==> config.mk <==
export PLATFORM = sky130hd
export DESIGN_NAME = shift_word_receiver
export DESIGN_NICKNAME = d
export VERILOG_FILES = /design/src/rtl/shift_word_receiver.sv
export SDC_FILE = /design/constraint.sdc
export NUM_CORES = 1
export LEC_CHECK = 0
export CAP_MARGIN = 10
export CELL_PAD_IN_SITES_DETAIL_PLACEMENT = 2
export CELL_PAD_IN_SITES_GLOBAL_PLACEMENT = 2
export CORE_UTILIZATION = 32
export DETAILED_ROUTE_END_ITERATION = 7
export GPL_TIMING_DRIVEN = 0
export PLACE_DENSITY = 0.89
export SKIP_LAST_GASP = 1
export SYNTH_ARGS = -nofsm -noshare
export SYNTH_HDL_FRONTEND = slang
export SYNTH_SLANG_ARGS = --single-unit
==> constraint.sdc <==
create_clock -name clk -period 3 [get_ports clk]
set_input_delay 0.45 -clock clk [delete_from_list [all_inputs] [get_ports clk]]
set_output_delay 0.45 -clock clk [all_outputs]
set_load 0.02 [all_outputs]
==> src/rtl/shift_word_receiver.sv <==
// Serial-in/parallel-out word receiver: collects framed serial bits into WIDTH-bit words
// and holds each finished word in a one-entry valid/ready buffer with sticky error flags.
module shift_word_receiver #(
  parameter int WIDTH     = 4,
  parameter bit LSB_FIRST = 1'b0
) (
  input  logic             clk,
  input  logic             reset,
  input  logic             sin,
  input  logic             sin_valid,
  input  logic             frame_start,
  input  logic             o_ready,
  input  logic             clr_err,
  output logic [WIDTH-1:0] o,
  output logic             o_valid,
  output logic             busy,
  output logic             overrun,
  output logic             frame_err
);

  localparam int CW = $clog2(WIDTH + 1);

  typedef enum logic {IDLE, SHIFT} state_t;

  state_t           state_q, state_d;
  logic [CW-1:0]    cnt_q, cnt_d;
  logic [WIDTH-1:0] sr_q, sr_d;
  logic [WIDTH-1:0] o_q, o_d;
  logic             o_valid_q, o_valid_d;
  logic             overrun_q, overrun_d;
  logic             frame_err_q, frame_err_d;

  logic [WIDTH-1:0] shifted;
  logic [WIDTH-1:0] first_word;
  logic             complete;
  logic             ovr_set;
  logic             ferr_set;

  // A fresh word starts from zero so a restarted frame carries nothing of the discarded one.
  always_comb begin
    if (LSB_FIRST) begin
      shifted    = {sin, sr_q[WIDTH-1:1]};
      first_word = {sin, {(WIDTH-1){1'b0}}};
    end else begin
      shifted    = {sr_q[WIDTH-2:0], sin};
      first_word = {{(WIDTH-1){1'b0}}, sin};
    end
  end

  always_comb begin
    state_d  = state_q;
    cnt_d    = cnt_q;
    sr_d     = sr_q;
    complete = 1'b0;
    ferr_set = 1'b0;
    case (state_q)
      IDLE: begin
        if (sin_valid && frame_start) begin
          sr_d    = first_word;
          cnt_d   = CW'(1);
          state_d = SHIFT;
        end
      end
      SHIFT: begin
        if (sin_valid && frame_start) begin
          ferr_set = 1'b1;
          sr_d     = first_word;
          cnt_d    = CW'(1);
        end else if (sin_valid) begin
          sr_d = shifted;
          if (cnt_q == CW'(WIDTH - 1)) begin
            complete = 1'b1;
            cnt_d    = '0;
            state_d  = IDLE;
          end else begin
            cnt_d = cnt_q + CW'(1);
          end
        end
      end
      default: state_d = IDLE;
    endcase
  end

  // Buffer decisions use the pre-edge o_valid so a consume and a new word can overlap.
  always_comb begin
    o_d       = o_q;
    o_valid_d = o_valid_q;
    ovr_set   = 1'b0;
    if (complete) begin
      if (!o_valid_q || o_ready) begin
        o_d       = shifted;
        o_valid_d = 1'b1;
      end else begin
        ovr_set = 1'b1;
      end
    end else if (o_valid_q && o_ready) begin
      o_valid_d = 1'b0;
    end
  end

  always_comb begin
    overrun_d   = overrun_q;
    frame_err_d = frame_err_q;
    if (clr_err) begin
      overrun_d   = 1'b0;
      frame_err_d = 1'b0;
    end
    if (ovr_set)  overrun_d   = 1'b1;
    if (ferr_set) frame_err_d = 1'b1;
  end

  always_ff @(posedge clk or posedge reset) begin
    if (reset) begin
      state_q     <= IDLE;
      cnt_q       <= '0;
      sr_q        <= '0;
      o_q         <= '0;
      o_valid_q   <= 1'b0;
      overrun_q   <= 1'b0;
      frame_err_q <= 1'b0;
    end else begin
      state_q     <= state_d;
      cnt_q       <= cnt_d;
      sr_q        <= sr_d;
      o_q         <= o_d;
      o_valid_q   <= o_valid_d;
      overrun_q   <= overrun_d;
      frame_err_q <= frame_err_d;
    end
  end

  assign o         = o_q;
  assign o_valid   = o_valid_q;
  assign busy      = (state_q == SHIFT);
  assign overrun   = overrun_q;
  assign frame_err = frame_err_q;

endmodule

; ---- Word level (Yosys, flattened, before mapping)
; Index checks and enable logic that the tools add are counted.
[word_totals]
reg_bits = 14
latchBits = 0
ram_bits = 0
rom_bits = 0
inputBits = 7
out_inout_bits = 8
wordCells = 50
mem_count = 0
[op_classes]
add_sub_neg = 1
n_mul = 0
div = 0
order_cmp = 0
eq_ne = 4
shifts = 0
n_mux = 27
bitwise = 1
n_reduce_logical = 10
[op_table]
columns = op, n
row1 = 2-to-1 mux 3 bit, 7
row2 = 2-to-1 mux 1 bit, 17
row3 = one-hot mux 3 bit (2 select lines), 2
row4 = AND reduction 2 bit, 3
row5 = nonzero test 2 bit, 3
row6 = "adder 3 x 1 -> 3 bit, second input constant", 1
row7 = "== test 3 x 2 -> 1 bit, second input constant", 1
row8 = "inequality test 3 x 2 -> 1 bit, second input constant", 1
row9 = logical AND 1 bit, 2
row10 = "inequality test 2 x 1 -> 1 bit, second input constant", 1
row11 = "inequality test 2 bit, second input constant", 1
row12 = one-hot mux 1 bit (2 select lines), 1
row13 = logical NOT 1 bit, 1
row14 = logical OR 1 bit, 1
row15 = NOT 1 bit, 1

; ---- Depth between registers and ports, before layout
[depth]
depth_word = 7
depth_mapped = 5
ltp_nobuf = 4

; ---- Worst setup path before layout
; Ideal clock, no wire load.
[synth_timing]
path_kind = flip-flop to flip-flop
from = register cnt_q[0]
to = register o_q[0] (netlist: o[0])
setup_time_ns = 0.125
arrival_time_ns = 1.299
t_required_ns = 2.875
path_slack_ns = 1.575
stages_incl_launch_ff = 6
path_buffers = 1
period_less_slack_ns = 1.425
cell_sequence = dfrtp_1 -> ha_1 -> nor2b_1 -> and3_1 -> buf_6 -> mux2_4
[synth_via]
elab_chain_cells = 6
[synth_rtl]
columns = item, line
row1 = start: declaration, 26  ; logic [CW-1:0] cnt_q, cnt_d;
row2 = start signal: assignment, 123  ; cnt_q <= cnt_d;
row3 = == test 3 x 2 -> 1 bit, 71  ; if (cnt_q == CW'(WIDTH - 1)) begin
row4 = 2-to-1 mux 1 bit, 71
row5 = 2-to-1 mux 1 bit, 69  ; end else if (sin_valid) begin
row6 = 2-to-1 mux 1 bit, 65  ; if (sin_valid && frame_start) begin
row7 = 2-to-1 mux 1 bit, 56  ; case (state_q)
row8 = AND reduction 2 bit (no line), --
row9 = end signal: assignment, 117  ; o_q <= '0;
row10 = end signal: assignment, 125  ; o_q <= o_d;
row11 = end: declaration, 28  ; logic [WIDTH-1:0] o_q, o_d;
; Every way passes these cells.
; A chain may end at the register's enable or synchronous reset.

; ---- Worst setup path after layout
[layout_timing]
from = input port frame_start
to = register o_q[3] (netlist: o[3])
[layout_via]
elab_chain_cells = 4
[layout_rtl]
columns = item, line
row1 = start: declaration, 11  ; input logic frame_start,
row2 = logical AND 1 bit, 65
row3 = 2-to-1 mux 1 bit, 65
row4 = 2-to-1 mux 1 bit, 56
row5 = AND reduction 2 bit (no line), --
; Every way passes these cells.

==> impl_metrics.tcl <==
set metrics [dict create \
    antenna_found_initial 0 \
    ant_nets 0 \
    max_freq_mhz 567 \
    clockPowerShare_pct 19.2 \
    clock_sinks 14 \
    mostFrequentLayoutCells "dfrtp_1, clkdlybuf4s50_1, inv_1, mux2_4, nand2_1" \
    htreeDepth 1 \
    cts_buffer_depth 2 \
    drt_iter0_drc 2 \
    area_growth_pct 32.8 \
    ys_seq_area_share_pct 55.3 \
    core_um2 1780 \
    initial_core_util_pct 35.5 \
    netSwitchingPower_mw 0.234 \
    p_leak_nw 0.385 \
    synth.net_count 61 \
    finalSetupTns_ns 0 \
    critical_path_class "input port to flop" \
    fp-row-count 15 \
    clk_latency_ns 0.28 \
    portBuffers 14 \
    globalplace.congestion 0.660 \
    synth.yosys.warnings 0 \
    finalNetCount 80 \
    report.final.slew_viol_count 0 \
    hp-class "input port to async pin" \
    layout_setup_ws_ns 1.23 \
    p_per_area_nw_per_um2 845 \
    hold_buffers 0 \
    rsz0062_at_grt "false" \
    wire_per_inst_um 15.0 \
    clock_skew_ns 0.00321 \
    synth_cells 53 \
    pin_count 15 \
    die_area_um2 2160 \
    status "completed" \
    comb_power_share_pct 41.0 \
    ctsResizeCount 0 \
    synth_area_um2 633 \
    fin_crit_ns 1.77 \
    clock-root-buffer "clkbuf_4" \
    grt_pass1_wl_mm 2.46 \
    avgSynthCellArea_um2 11.9 \
    seqPwrFrac_pct 39.8 \
    grt_pass1_vias 500 \
    endpoint_kind "flop" \
    cts_made_buffers 3 \
    synth_cell_types 22 \
    wl_mm 1.44 \
    setup_viol 0 \
    synth_seq_cells 14 \
    max_slew_margin_pct 65.3 \
    cp-start-kind "input port" \
    diodes 0 \
    dpl.hpwl_mm 1.15 \
    cts_tree "yes" \
    postCtsSetupBuffers 0 \
    grt_usage_pct 17.4 \
    ff2ff_path_depth 5 \
    die_h_um 46.5 \
    swShare_pct 32.9 \
    grt_overflow 0 \
    fin_crit_sh_pct 58.8 \
    finalPower_mw 0.711 \
    drive_gt1_share_pct 19.7 \
    tightest_slew_ns 0.519 \
    drcViolationCount 0 \
    hold_violations 0 \
    vias_per_cell 4.93 \
    clkTransAtPathRegs_ns 0.09 \
    crit_required_ns 3.17 \
    p_int_mw 0.477 \
    cp_max_fo 8 \
    grt_max_degree 15 \
    die_w_um 46.5 \
    vias 473 \
    cap_viol_max_count 0 \
    drt_first_pass_iters 4 \
    preCtsSetupSlack_ns 0.942 \
    cp.arrival_ns 1.93 \
    ir_worst_vdd_mv 0.358 \
]
-- logic make-up (layout without fill, tap and decap cells) --
family | count (synthesis) | after routing | share of synthesized area (%)
flops | 14 | 14 | 55.3
compound gates | 13 | 13 | 15.2
simple gates | 12 | 12 | 10.1
buf+inv | 8 | 26 | 6.13
mux | 5 | 5 | 11.3
fa+ha+maj | 1 | 1 | 1.98
-- final cells by class --
type	count	area (um2)
fillers	192	942
flip-flops and latches	14	350
multi-input cells	31	244
repair buffers	14	140
clock buffers	4	36.3
well taps	25	31.3
plain buffers	3	20.0
inverters	5	18.8
-- layer usage --
| layer | share of wire [%] | global-route usage, % |
|---|---|---|
| met1 | 43 | 19.8 |
| met2 | 52 | 30.0 |
| met3 | 3.1 | 3.92 |
| met4 | 1.3 | 8.82 |
| met5 | 0 | 0 |
-- final timing paths --
kind	from	end	slack [ns]
worst max register to register	cnt_q[0]	o[3]	1.37
min in group clk	o[0]	o[0]	0.52
worst max-delay path	frame_start	o[3]	1.23
max in group asynchronous	reset	sr_q[2]	2.15
worst min register to register	o[0]	o[0]	0.52
worst min-delay path	reset	o[0]	0.50
-- per-stage QoR --
stage / hold slack (ns) / area [um2] / util (%) / cells
2_1_floorplan: 0.339 / 633 / - / 53
3_3_place_gp: 0.488 / 805 / 45.1 / 92
3_5_place_dp: 0.509 / 805 / 45.1 / 92
4_1_cts: 0.518 / 841 / 47.2 / 96
5_1_grt: 0.543 / 841 / 47.2 / 96
6_report: 0.504 / 841 / 47.2 / 96
-- power groups by stage --
stage | clock, mW | sequential, mW | combinational [mW]
2_1_floorplan | 0 | 0.324 | 0.135
3_3_place_gp | 0 | 0.282 | 0.278
3_5_place_dp | 0 | 0.290 | 0.296
4_1_cts | 0.142 | 0.286 | 0.297
5_1_grt | 0.150 | 0.292 | 0.322
6_report | 0.136 | 0.283 | 0.292
-- state kept, by name, summed over array words and instances, names as in the netlist --
signal / cells
busy: 1
cnt_q: 3
frame_err: 1
o_valid: 1
sr_q: 3
o: 4
overrun: 1
-- synth_stat cells --
cell type,n,area (um2)
dfrtp_1,14,350
inv_1,5,18.8
mux2_4,4,60.1
nand2_1,4,15.0
nand3_1,3,15.0
o22ai_1,3,18.8
a22o_2,2,20.0
nand2b_1,2,12.5
o21a_1,2,15.0
o21ai_0,2,10.0
a21boi_0,1,7.51
a21o_2,1,8.76
a22o_1,1,8.76
and3_1,1,6.26
and3b_1,1,8.76
buf_2,1,5.00
buf_6,1,11.3
clkbuf_1,1,3.75
ha_1,1,12.5
mux2_2,1,11.3
nor2b_1,1,6.26
o21bai_1,1,7.51
-- critical path: stages --
cell,delay (ns)
clkdlybuf4s50_1,0.55
and3b_1,0.32
and3_1,0.19
buf_6,0.13
mux2_4,0.29
Note: power is estimated with default switching activity, not from simulation.
